===== src/rtl/bit_serializer.sv =====
// Parallel-to-serial stage: WIDTH-bit words in over valid/ready, MSB-first bits out on a registered line.
// Define BIT_SERIALIZER_PARITY_EN to append an even-parity bit after each word.
module bit_serializer #(
  parameter int   WIDTH    = 8,
  parameter logic IDLE_BIT = 1'b0
) (
  input  logic             clk,
  input  logic             reset_n,
  input  logic             in_valid,
  input  logic [WIDTH-1:0] in_data,
  output logic             in_ready,
  output logic             ser_out,
  output logic             ser_active,
  output logic             word_done
);

  localparam int CW = $clog2(WIDTH + 1);

`ifdef BIT_SERIALIZER_PARITY_EN
  typedef enum logic [1:0] {IDLE, SHIFT, PARITY} state_t;
`else
  typedef enum logic {IDLE, SHIFT} state_t;
`endif

  state_t           state;
  logic [WIDTH-1:0] shifter;
  logic [WIDTH-1:0] hold_data;
  logic [CW-1:0]    bit_cnt;
  logic             hold_full;
`ifdef BIT_SERIALIZER_PARITY_EN
  logic             parity_bit;
`endif

  logic             accept;
  logic             last_bit;
  logic             drain;
  logic             load_en;
  logic [WIDTH-1:0] load_word;

  assign in_ready = !hold_full;

  // last_bit marks the cycle whose closing edge ends the current word.
  always_comb begin
    accept = in_valid && !hold_full;
`ifdef BIT_SERIALIZER_PARITY_EN
    last_bit = (state == PARITY);
`else
    last_bit = (state == SHIFT) && (bit_cnt == '0);
`endif
    drain     = last_bit && hold_full;
    load_en   = drain || ((state == IDLE || last_bit) && accept);
    load_word = hold_full ? hold_data : in_data;
  end

  always_ff @(posedge clk or negedge reset_n) begin
    if (!reset_n) begin
      state      <= IDLE;
      shifter    <= '0;
      hold_data  <= '0;
      bit_cnt    <= '0;
      hold_full  <= 1'b0;
      ser_out    <= IDLE_BIT;
      ser_active <= 1'b0;
      word_done  <= 1'b0;
`ifdef BIT_SERIALIZER_PARITY_EN
      parity_bit <= 1'b0;
`endif
    end else begin
      // An accept that does not start a word directly parks it in the hold register.
      if (accept && !load_en) begin
        hold_data <= in_data;
        hold_full <= 1'b1;
      end else if (drain) begin
        hold_full <= 1'b0;
      end

      if (load_en) begin
        state      <= SHIFT;
        shifter    <= load_word;
        bit_cnt    <= CW'(WIDTH - 1);
        ser_out    <= load_word[WIDTH-1];
        ser_active <= 1'b1;
        word_done  <= 1'b0;
`ifdef BIT_SERIALIZER_PARITY_EN
        parity_bit <= ^load_word;
`endif
      end else begin
        case (state)
          SHIFT: begin
            if (bit_cnt != '0) begin
              shifter <= {shifter[WIDTH-2:0], 1'b0};
              bit_cnt <= bit_cnt - CW'(1);
              ser_out <= shifter[WIDTH-2];
`ifdef BIT_SERIALIZER_PARITY_EN
              word_done <= 1'b0;
`else
              word_done <= (bit_cnt == CW'(1));
`endif
            end else begin
`ifdef BIT_SERIALIZER_PARITY_EN
              state     <= PARITY;
              ser_out   <= parity_bit;
              word_done <= 1'b1;
`else
              state      <= IDLE;
              ser_out    <= IDLE_BIT;
              ser_active <= 1'b0;
              word_done  <= 1'b0;
`endif
            end
          end
          default: begin
            state      <= IDLE;
            ser_out    <= IDLE_BIT;
            ser_active <= 1'b0;
            word_done  <= 1'b0;
          end
        endcase
      end
    end
  end

endmodule


===== config.mk =====
export PLATFORM = sky130hd
export DESIGN_NAME = bit_serializer
export DESIGN_NICKNAME = d
export VERILOG_FILES = /design/src/rtl/bit_serializer.sv
export SDC_FILE = /design/constraint.sdc
export NUM_CORES = 1
export LEC_CHECK = 0
export ABC_AREA = 1
export ABC_CLOCK_PERIOD_IN_PS = 1500
export BUFFER_PORTS_ARGS = -buffer_cell sky130_fd_sc_hd__buf_2
export CORE_UTILIZATION = 40
export CTS_BUF_LIST = sky130_fd_sc_hd__clkbuf_16
export DETAILED_ROUTE_END_ITERATION = 8
export GPL_ROUTABILITY_DRIVEN = 0
export GPL_TIMING_DRIVEN = 0
export HOLD_SLACK_MARGIN = 0.15
export SLEW_MARGIN = 20
export SYNTH_ARGS = -nofsm -noshare
export SYNTH_HDL_FRONTEND = slang
export SYNTH_SLANG_ARGS = --single-unit

===== constraint.sdc =====
create_clock -name clk -period 1.5 [get_ports clk]
set_clock_uncertainty 0.1 [all_clocks]
set_input_delay 0.15 -clock clk [delete_from_list [all_inputs] [get_ports clk]]
set_output_delay 0.15 -clock clk [all_outputs]
set_load 0.02 [all_outputs]

==> Flow_metrics.wiki, run 1 <==
{| class="wikitable"
! Metric !! Value
|-
| Result of the run || completed
|-
| Detailed-router iteration count before antenna repair || 4
|-
| Top cell types by occurrence after synthesis || nand2_1 (39), dfrtp_1 (24), nand3_1 (21)
|-
| Power density cells || 1970 nW/um^2
|-
| Clock slew at the register clock pins of the worst setup and hold paths || 60 ps
|-
| Number of buffers on the longest clock path || 2
|-
| Number of vias per cell after detailed routing || 4.54
|-
| Reg-to-reg startpoint || bit_cnt[1]$_DFFE_PN0P_
|-
| TritonCTS clock tree || built
|-
| DIE AREA || 3380 um^2
|-
| Half-perimeter wire length after detailed placement || 1600 um
|-
| Source of the worst hold timing path || in_valid
|-
| Top Metal Used || met4
|-
| Most common cell in the netlist || nand2_1
|-
| Hold violation count in the final report || 0
|-
| I/O pin count || 15
|-
| Minimum clock period after layout || 1410 ps
|-
| Number of synthesized register bits || 24
|-
| CP Max Fanout || 10
|-
| Cell types with the largest area share after synthesis || dfrtp_1 (48%), nand2_1 (12%), nand3_1 (8.3%), o21ai_2 (5.6%), nand2_4 (4.5%)
|-
| H-tree lvl count || 1
|-
| Cell total after placement || 200
|-
| Post-route standard cell area excluding fillers || 1590 um^2
|-
| Distinct cell type count of the synthesized netlist || 21
|-
| Endpoint with the worst hold slack || hold_full$_DFFE_PN0P_
|-
| Register area share after synthesis || 47.6%
|-
| Register-to-register setup slack || 90 ps
|-
| Max Cap Viol || 0
|-
| Root cell of the clock tree || clkbuf_16
|-
| Standard-cell row count || 20
|-
| Maximum number of pins on one net before global-route repair || 25
|-
| Crit share post-route || 94.0%
|-
| Sequential standard cell area || 601 um^2
|-
| Remaining Overflow, GRT || 0
|-
| Global-route wire length before repair || 3970 um
|-
| Clk network pwr share || 18.7%
|-
| Final max-slew violation count || 0
|-
| Area growth from synthesis to layout || 26.1%
|-
| Global router's overall resource usage || 15.6%
|-
| Share of cells above drive strength 1 || 29.7%
|-
| Static leakage power || 0.000814 uW
|-
| Worst reg2reg path depth || 8
|-
| Post-route non-filler standard cell count || 216
|-
| Final Worst Setup Slack || 89.7 ps
|-
| Number of global-route vias before repair || 904
|-
| Data arrival time of the critical path || 1450 ps
|-
| Gate count of the mapped netlist || 142
|-
| Chip width || 58.2 um
|-
| Iteration-0 DRC Markers || 31
|-
| Average detailed-routed wire length per instance || 10.7 um
|-
| Wire length on met1 || 1240 um
|-
| Number of routed nets with antenna violations || 0
|-
| Cell type with the largest total area after synthesis || dfrtp_1
|-
| Pre-CTS setup slack || -45.2 ps
|-
| Clk sink count || 24
|-
| Net count of the mapped netlist || 155
|-
| Metal3 WL || 51 um
|-
| Post-detailed-route DRC marker count || 0
|-
| EDFF count, synth || 0
|-
| Number of cells traversed by the worst hold path || 3
|-
| Worst slew margin relative to its limit || 63.2%
|-
| Proportion of power drawn by flip-flops and latches || 34.2%
|-
| Syn Std Cell Area || 1260 um^2
|-
| Average instance area after synthesis || 8.89 um^2
|-
| Met2 WL || 986 um
|-
| Total via count in the routed design || 980
|-
| Endpoint kind of the worst setup timing path || register
|-
| Warning count from the yosys run || 0
|-
| Core area || 3030 um^2
|-
| Combinational group share of total power || 47.1%
|-
| Critical Path RT || 1540 ps
|-
| Clock buffer count from CTS || 3
|-
| Initial core utilization || 41.7%
|-
| RR Endpoint || shifter[5]$_DFFE_PN0P_
|-
| Fmax || 709 MHz
|-
| Most instantiated flip-flop cell in the synthesis netlist || dfrtp_1
|-
| Slew at the pin with the worst max-slew slack || 553 ps
|-
| Area of combinational cells with multiple inputs || 556 um^2
|-
| Type of element launching the critical path || register
|-
| Net switching power || 1270 uW
|-
| Setup Crit Path Kind || register to register
|-
| Post-synth top area share || 47.6%
|-
| Path type of the worst min-delay path || primary input to register
|-
| Final setup viols || 0
|-
| NumNets Final || 186
|-
| Maximum resistive drop on vdd || 0.892 mV
|-
| Die boundary height || 58.2 um
|-
| Post-Route Setup TNS || 0 ps
|-
| Initial antenna violation count || 0
|-
| Utilization after layout || 52.6%
|-
| Total internal power || 1870 uW
|-
| Filler cells || 293
|-
| Port Buf Inserts || 14
|-
| FFs w/ async S/R, synth || 100%
|-
| Area post-placement || 1390 um^2
|-
| Detailed Route WL || 2300 um
|-
| Sw Share || 40.4%
|-
| Worst-skew pair later-pin latency || 260 ps
|-
| Antenna diode count || 0
|}
cell type report:
cell class                      instances  area share (%)
Clock inverter                          1           0.236
Clock buffer                            3            4.72
Timing Repair Buffer                   26            11.5
Sequential cell                        24            37.7
Multi-Input combinational cell         97            34.9
Buffer                                  4            2.83
Inverter                               17            4.64
Tap cell                               44            3.46
metrics by stage:
step           power (uW)  hold slack, ps
2_1_floorplan        2170            -246
3_3_place_gp         2420            64.2
3_5_place_dp         2460            72.5
4_1_cts              3110             179
5_1_grt              3390             217
6_report             3130             181
power groups by stage:
stage / logic, uW / clock network [uW] / registers [uW]
after floorplan: 1080 / 0 / 1100
after global placement: 1350 / 0 / 1070
after detailed placement: 1370 / 0 / 1090
after CTS: 1430 / 608 / 1070
after global routing: 1650 / 626 / 1110
final: 1480 / 586 / 1070
cell families (layout without fill, tap and decap cells):
kind of cell / count (synthesis) / in the layout / synth area share, %
simple gates: 77 / 77 / 31.5
flops: 24 / 24 / 47.6
buf+inv: 21 / 51 / 9.41
compound gates: 18 / 18 / 9.51
fa+ha+maj: 2 / 2 / 1.98
per-layer routing:
layer  vias up  GRT usage, %
li1        512             -
met1       452          21.6
met2        14          23.8
met3         2          3.35
met4         0          6.12
met5         -             0
registers in the layout, summed over array words and instances (netlist names):
signal,cells
bit_cnt,4
hold_data,8
hold_full,1
ser_active,1
ser_out,1
shifter,7
state,1
word_done,1
cell usage in the layout, fill, tap and decap left out, types with 2 or more instances in the layout:
master and instances:
o21ai_0 10, buf_2 14, buf_4 4, clkbuf_16 3, nand2_2 5, o21ai_2 8, buf_6 2, dfrtp_1 24
nand2_4 5, nor2_1 2, inv_4 2, nand2_1 39, inv_2 2, inv_1 12, nand3_1 21, dlygate4sd3_1 9
how the worst max path moves through the flow:
stage	from	end	slack, ps	cells after the start
6_report	bit_cnt[1]$_DFFE_PN0P_	shifter[5]$_DFFE_PN0P_	90	8
5_1_grt	bit_cnt[3]$_DFFE_PN0P_	shifter[5]$_DFFE_PN0P_	-0.3	7
4_1_cts	bit_cnt[0]$_DFFE_PN0P_	shifter[5]$_DFFE_PN0P_	10	8
3_5_place_dp	bit_cnt[0]$_DFFE_PN0P_	shifter[5]$_DFFE_PN0P_	-50	8
3_3_place_gp	bit_cnt[0]$_DFFE_PN0P_	shifter[5]$_DFFE_PN0P_	-30	8
2_1_floorplan	bit_cnt[0]$_DFFE_PN0P_	shifter[5]$_DFFE_PN0P_	70	8
worst max-delay path, cell delays in order (launching register included):
cell	delay [ps]
dfrtp_1	400
inv_1	120
ha_4	180
nand2_4	80
nand2_8	110
inv_4	40
buf_6	130
nand2_1	60
nand3_1	70
what timing repair did:
item	CTS	global route
hold endpoints to repair	34	0
hold buffers	9	0
pin swaps	0	1
gates resized for setup	2	1
endpoints found under the setup margin	15	15
setup buffers	0	3
Power figures use the tool's default switching activity.
==> inputs of run 2 (changes only) <==
Settings changed: ABC_CLOCK_PERIOD_IN_PS 1500 to 1800.
Clock period 1.5 ns to 1.8 ns, I/O delays scaled along.
==> run 2 against run 1 <==
Sequential cell count unchanged; non-clock buffer count decreased by 3; global-route usage about the same; critical endpoint unchanged; highest routed layer unchanged.
==> Flow_metrics.wiki, run 2 (same netlist as run 1, synthesis figures left out) <==
{| class="wikitable"
! Metric !! Value
|-
| Maximum resistive drop on vdd || 0.740 mV (was 0.892 mV)
|-
| Clk sink count || 24 (unchanged)
|-
| Net switching power || 1020 uW (was 1270 uW)
|-
| Setup repair after global routing missed its margin || false
|-
| Most used routing layer || met2 (unchanged)
|-
| Clock slew at the register clock pins of the worst setup and hold paths || 60 ps (about the same)
|-
| Worst slew margin relative to its limit || 63.9% (was 63.2%)
|-
| H-tree lvl count || 1 (unchanged)
|-
| Result of the run || completed (unchanged)
|-
| GR Util met2 || 23.5% (was 23.8%)
|-
| Number of routed nets with antenna violations || 0 (unchanged)
|-
| Register containing the most flip-flops in the final layout || hold_data (unchanged)
|-
| Iteration-0 DRC Markers || 37 (was 31)
|-
| CP Max Fanout || 10 (unchanged)
|-
| Total via count in the routed design || 955 (was 980)
|-
| Path type of the worst min-delay path || primary input to register (unchanged)
|-
| Met1 global-route usage || 21.7% (was 21.6%)
|-
| Global-route wire length before repair || 3950 um (was 3970 um)
|-
| Number of global-route vias before repair || 895 (was 904)
|-
| Critical Path RT || 1840 ps (was 1540 ps)
|-
| Area post-placement || 1390 um^2 (unchanged)
|-
| Antenna diode count || 0 (unchanged)
|-
| Highest-count cells in the layout ignoring fill and taps || nand2_1 (39), dfrtp_1 (24), nand3_1 (21), buf_2 (14), inv_1 (13) (was nand2_1 (39), dfrtp_1 (24), nand3_1 (21), buf_2 (14), inv_1 (12))
|-
| TritonCTS clock tree || built (unchanged)
|-
| Worst path cell trace || inv_1, ha_1, nand2_4, nand2_8, inv_4, buf_6, nand2_1, nand3_1 (was inv_1, ha_4, nand2_4, nand2_8, inv_4, buf_6, nand2_1, nand3_1)
|-
| Remaining Overflow, GRT || 0 (unchanged)
|-
| Filler cells || 295 (was 293)
|-
| Type of element launching the critical path || register (unchanged)
|-
| Cell family with most CP delay || flip-flops (unchanged)
|-
| Slowest cell delay on critical path || 380 ps (was 400 ps)
|-
| Count of buffer and inverter cells on the critical path || 3 (unchanged)
|-
| Post-route standard cell area excluding fillers || 1560 um^2 (was 1590 um^2)
|-
| Power after layout || 2520 uW (was 3130 uW)
|-
| Die boundary height || 58.2 um (unchanged)
|-
| Combinational group share of total power || 45.4% (was 47.1%)
|-
| Half-perimeter wire length after detailed placement || 1600 um (unchanged)
|-
| Proportion of power drawn by flip-flops and latches || 35.3% (was 34.2%)
|-
| Initial core utilization || 41.7% (unchanged)
|-
| Maximum number of pins on one net before global-route repair || 25 (unchanged)
|-
| Sw Share || 40.5% (was 40.4%)
|-
| Global router's overall resource usage || 15.5% (was 15.6%)
|-
| Detailed Route WL || 2230 um (was 2300 um)
|-
| Standard cell with the maximum stage delay on the critical path || dfrtp_1 (unchanged)
|-
| Average detailed-routed wire length per instance || 10.5 um (was 10.7 um)
|-
| Share of cells above drive strength 1 || 27.2% (was 29.7%)
|-
| Post-detailed-route DRC marker count || 0 (unchanged)
|-
| Number of buffers on the longest clock path || 2 (unchanged)
|-
| Max Cap Viol || 0 (unchanged)
|-
| Detailed-router iteration count before antenna repair || 4 (unchanged)
|-
| Clk network pwr share || 19.3% (was 18.7%)
|-
| Root cell of the clock tree || clkbuf_16 (unchanged)
|-
| Final max-slew violation count || 0 (unchanged)
|-
| I/O pin count || 15 (unchanged)
|-
| Minimum clock period after layout || 1550 ps (was 1410 ps)
|-
| Slew at the pin with the worst max-slew slack || 542 ps (was 553 ps)
|-
| NumNets Final || 183 (was 186)
|-
| Total internal power || 1500 uW (was 1870 uW)
|-
| Biggest registers after layout || hold_data: 8 flops, shifter: 7 flops, bit_cnt: 4 flops (unchanged)
|-
| Hold violation count in the final report || 0 (unchanged)
|-
| Endpoint kind of the worst setup timing path || register (unchanged)
|-
| Flip-flop count of the largest register, all copies and words added || 8 (unchanged)
|-
| Standard-cell row count || 20 (unchanged)
|-
| Initial antenna violation count || 0 (unchanged)
|-
| Fmax || 644 MHz (was 709 MHz)
|-
| Data arrival time of the critical path || 1590 ps (was 1450 ps)
|-
| Clock buffer count from CTS || 3 (unchanged)
|-
| Core area || 3030 um^2 (unchanged)
|-
| Number of vias per cell after detailed routing || 4.48 (was 4.54)
|-
| Post-route non-filler standard cell count || 213 (was 216)
|-
| Crit share post-route || 86.2% (was 94.0%)
|-
| Post-Route Setup TNS || 0 ps (unchanged)
|-
| Worst-skew pair later-pin latency || 260 ps (about the same)
|-
| Area growth from synthesis to layout || 23.3% (was 26.1%)
|-
| Chip width || 58.2 um (unchanged)
|-
| Global-route met3 utilization || 3.35% (unchanged)
|-
| Final setup viols || 0 (unchanged)
|-
| Static leakage power || 0.000800 uW (was 0.000814 uW)
|-
| Most common cell after layout, fill and taps aside || nand2_1 (unchanged)
|-
| Power density cells || 1620 nW/um^2 (was 1970 nW/um^2)
|-
| Setup Crit Path Kind || register to register (unchanged)
|-
| Cell total after placement || 200 (unchanged)
|-
| Port Buf Inserts || 14 (unchanged)
|-
| DIE AREA || 3380 um^2 (unchanged)
|}
==> run 2: cell type report <==
| class | instances | area [um^2] | area share (%) |
|---|---|---|---|
| sequential | 24 | 601 | 38.6 |
| multi-input combinational | 97 | 543 | 34.9 |
| timing repair buffer | 23 | 160 | 10.3 |
| clock buffer | 3 | 75.1 | 4.82 |
| inverter | 17 | 73.8 | 4.74 |
| tap | 44 | 55.1 | 3.54 |
| buffer | 4 | 45.0 | 2.89 |
| clock inverter | 1 | 3.75 | 0.241 |
==> run 2: routing by layer <==
| layer | wire length (um) | up-vias | part of all wire (%) |
|---|---|---|---|
| met4 | 19 | 0 | 0.85 |
| met2 | 978 | 14 | 44 |
| met3 | 46 | 2 | 2.1 |
| li1 | - | 506 | - |
| met1 | 1190 | 433 | 53 |
| met5 | 0 | - | 0 |
==> run 2: final timing paths <==
kind,from,end,slack (ps),cells after the start
worst min-delay path,in_valid,hold_full$_DFFE_PN0P_,210,3
min in group asynchronous,reset_n,shifter[4]$_DFFE_PN0P_,340,2
worst max-delay path,bit_cnt[0]$_DFFE_PN0P_,shifter[5]$_DFFE_PN0P_,250,8
worst max register to register,bit_cnt[0]$_DFFE_PN0P_,shifter[5]$_DFFE_PN0P_,250,8
worst min register to register,ser_active$_DFFE_PN0P_,ser_active$_DFFE_PN0P_,360,2
max in group asynchronous,reset_n,ser_active$_DFFE_PN0P_,890,2
==> run 2: power groups by stage <==
| stage | Sequential [uW] | Combinational, uW | Clock, uW |
|---|---|---|---|
| finish | 892 | 1150 | 486 |
| global route | 923 | 1300 | 521 |
| CTS | 896 | 1160 | 507 |
| detailed placement | 906 | 1140 | 0 |
| global placement | 894 | 1120 | 0 |
| floorplan | 913 | 897 | 0 |
==> run 2: worst min-delay path, stage by stage <==
cell     delay [ps]
buf_2           120
nand4_1         160
nand2_1          60
==> run 2: stage by stage <==
stage | hold WS [ps] | worst slack (ps) | util [%]
6_report | 214 | 248 | 51.4
5_1_grt | 249 | 131 | 51.4
4_1_cts | 209 | 236 | 51.4
3_5_place_dp | 103 | 255 | 45.8
3_3_place_gp | 94.2 | 274 | 45.8
2_1_floorplan | -216 | 369 | -
==> run 2: what timing repair did <==
item / CTS / global route
buffers inserted: 0 / 0
endpoints found under the hold margin: 33 / 0
hold buffers: 9 / 0
gates resized for setup: 0 / 0
==> inputs of run 3 (changes only) <==
Settings changed: CELL_PAD_IN_SITES_DETAIL_PLACEMENT set to 2, CELL_PAD_IN_SITES_GLOBAL_PLACEMENT set to 2, CORE_UTILIZATION 40 to 37, PLACE_DENSITY_LB_ADDON set to 0.1.
==> run 3 against run 2 <==
Global-route usage is 8.0 points higher; hold slack worse by 0.56 ps; first-iteration DRC count down 54%; sequential share of layout area is 0.093 points higher; sequential cell count stayed put; sequential power is 2.9% higher; clock power increased by 0.8%; largest cell class unchanged.
==> Flow_metrics.wiki, run 3 (same netlist as run 1, synthesis figures left out) <==
{| class="wikitable"
! Metric !! Value
|-
| Sw Share || 43.9% (was 40.5%)
|-
| Root cell of the clock tree || clkbuf_16 (unchanged)
|-
| Average detailed-routed wire length per instance || 17.6 um (was 10.5 um)
|-
| Clock buffer count from CTS || 3 (unchanged)
|-
| Result of the run || completed (unchanged)
|-
| Critical Path RT || 1840 ps (about the same)
|-
| Detailed-router iteration count before antenna repair || 3 (was 4)
|-
| Hold violation count in the final report || 0 (unchanged)
|-
| Maximum resistive drop on vdd || 0.594 mV (was 0.740 mV)
|-
| Remaining Overflow, GRT || 0 (unchanged)
|-
| Slew at the pin with the worst max-slew slack || 610 ps (was 542 ps)
|-
| Utilization after layout || 49.2% (was 51.4%)
|-
| Post-detailed-route DRC marker count || 0 (unchanged)
|-
| H-tree lvl count || 1 (unchanged)
|-
| Iteration-0 DRC Markers || 17 (was 37)
|-
| Final setup viols || 0 (unchanged)
|-
| Final max-slew violation count || 0 (unchanged)
|-
| Crit share post-route || 91.7% (was 86.2%)
|-
| Path type of the worst min-delay path || primary input to register (unchanged)
|-
| Minimum clock period after layout || 1650 ps (was 1550 ps)
|-
| Number of global-route vias before repair || 1204 (was 895)
|-
| Power density cells || 1720 nW/um^2 (was 1620 nW/um^2)
|-
| Number of routed nets with antenna violations || 0 (unchanged)
|-
| Initial core utilization || 40.0% (was 41.7%)
|-
| DIE AREA || 3650 um^2 (was 3380 um^2)
|-
| Cell family with most CP delay || flip-flops (unchanged)
|-
| TritonCTS clock tree || built (unchanged)
|-
| Maximum number of pins on one net before global-route repair || 25 (unchanged)
|-
| Setup Crit Path Kind || register to register (unchanged)
|-
| Net switching power || 1180 uW (was 1020 uW)
|-
| Biggest registers after layout || hold_data: 8 flops, shifter: 7 flops, bit_cnt: 4 flops (unchanged)
|-
| Standard-cell row count || 20 (unchanged)
|-
| Port Buf Inserts || 14 (unchanged)
|-
| Setup repair after global routing missed its margin || false (unchanged)
|-
| Most common cell after layout, fill and taps aside || nand2_1 (unchanged)
|-
| Clock slew at the register clock pins of the worst setup and hold paths || 60 ps (about the same)
|-
| Total via count in the routed design || 1072 (was 955)
|-
| Post-route non-filler standard cell count || 212 (was 213)
|-
| Max Cap Viol || 0 (unchanged)
|-
| Worst path cell trace || inv_1, ha_1, nand2_4, nand2_8, inv_4, buf_6, nand2_1, nand3_1 (unchanged)
|-
| Data arrival time of the critical path || 1690 ps (was 1590 ps)
|-
| Static leakage power || 0.000799 uW (was 0.000800 uW)
|-
| NumNets Final || 183 (unchanged)
|-
| Endpoint kind of the worst setup timing path || register (unchanged)
|-
| Share of cells above drive strength 1 || 27.4% (was 27.2%)
|-
| Global router's overall resource usage || 23.6% (was 15.5%)
|-
| Worst-skew pair later-pin latency || 260 ps (about the same)
|-
| Global-route wire length before repair || 6040 um (was 3950 um)
|-
| Clk sink count || 24 (unchanged)
|-
| Total of cells resized after clock tree synthesis || 0 (unchanged)
|-
| Number of buffers on the longest clock path || 2 (unchanged)
|-
| Standard cell with the maximum stage delay on the critical path || dfrtp_1 (unchanged)
|-
| Chip width || 60.4 um (was 58.2 um)
|-
| Register containing the most flip-flops in the final layout || hold_data (unchanged)
|-
| Post-Route Setup TNS || 0 ps (unchanged)
|-
| Hold-fix buffers at CTS || 9 (unchanged)
|-
| I/O pin count || 15 (unchanged)
|-
| Worst slew margin relative to its limit || 59.3% (was 63.9%)
|-
| Detailed Route WL || 3730 um (was 2230 um)
|-
| Flip-flop count of the largest register, all copies and words added || 8 (unchanged)
|-
| Half-perimeter wire length after detailed placement || 2320 um (was 1600 um)
|-
| Type of element launching the critical path || register (unchanged)
|-
| Area growth from synthesis to layout || 23.0% (was 23.3%)
|-
| Initial antenna violation count || 0 (unchanged)
|-
| Fmax || 606 MHz (was 644 MHz)
|-
| Clk network pwr share || 18.3% (was 19.3%)
|-
| Highest-count cells in the layout ignoring fill and taps || nand2_1 (39), dfrtp_1 (24), nand3_1 (21), buf_2 (14), inv_1 (13) (unchanged)
|-
| Antenna diode count || 0 (unchanged)
|-
| Proportion of power drawn by flip-flops and latches || 34.3% (was 35.3%)
|-
| CP Max Fanout || 10 (unchanged)
|-
| Cell total after placement || 200 (unchanged)
|-
| Core area || 3150 um^2 (was 3030 um^2)
|-
| Count of buffer and inverter cells on the critical path || 3 (unchanged)
|-
| Post-CTS setup-driven buffer insertion count || 0 (unchanged)
|-
| Combinational group share of total power || 47.4% (was 45.4%)
|-
| Die boundary height || 60.4 um (was 58.2 um)
|-
| Total internal power || 1500 uW (about the same)
|-
| Number of vias per cell after detailed routing || 5.06 (was 4.48)
|-
| Slowest cell delay on critical path || 390 ps (was 380 ps)
|}
[run 3: area by class of cell]
class,count,area [um^2]
buffer,4,45.0
tap,44,55.1
clock buffer,3,75.1
fill,361,1600
multi-input combinational,97,543
inverter,17,73.8
timing repair buffer,23,160
sequential,24,601
[run 3: path summary, 6_finish.rpt]
path	from	to	slack (ps)	cells after the start
min in group asynchronous	reset_n	hold_data[0]$_DFFE_PN0P_	390	2
setup / recovery	bit_cnt[0]$_DFFE_PN0P_	shifter[5]$_DFFE_PN0P_	150	8
setup reg to reg	bit_cnt[0]$_DFFE_PN0P_	shifter[5]$_DFFE_PN0P_	150	8
hold / removal	in_valid	hold_full$_DFFE_PN0P_	210	3
max in group asynchronous	reset_n	bit_cnt[3]$_DFFE_PN0P_	810	2
hold reg to reg	ser_active$_DFFE_PN0P_	ser_active$_DFFE_PN0P_	390	2
[run 3: worst reg2reg max path: stages (launching register included)]
cell	delay, ps
dfrtp_1	390
inv_1	160
ha_1	290
nand2_4	110
nand2_8	120
inv_4	50
buf_6	140
nand2_1	80
nand3_1	90
[run 3: through the flow]
stage / setup slack [ps] / hold slack [ps] / power [uW] / instance area [um^2]
4_1_cts: 151 / 211 / 2690 / 1550
2_1_floorplan: 369 / -216 / 1810 / 1260
5_1_grt: 41.5 / 258 / 2860 / 1550
6_report: 149 / 214 / 2680 / 1550
3_5_place_dp: 184 / 110 / 2150 / 1390
3_3_place_gp: 254 / 106 / 2050 / 1390
[run 3: power groups by stage]
stage	Clock [uW]	Sequential [uW]	Combinational, uW
floorplan	0	913	897
global placement	0	899	1150
detailed placement	0	925	1230
CTS	503	916	1270
global route	510	943	1410
finish	490	918	1270
[run 3: per-layer routing]
metal  up-vias  GRT usage [%]  share of wire (%)
met5         -              0                  0
met1       548           26.9                 40
met3         5           4.26                2.4
li1        504              -                  -
met2        15           44.6                 57
met4         0           6.82                1.0
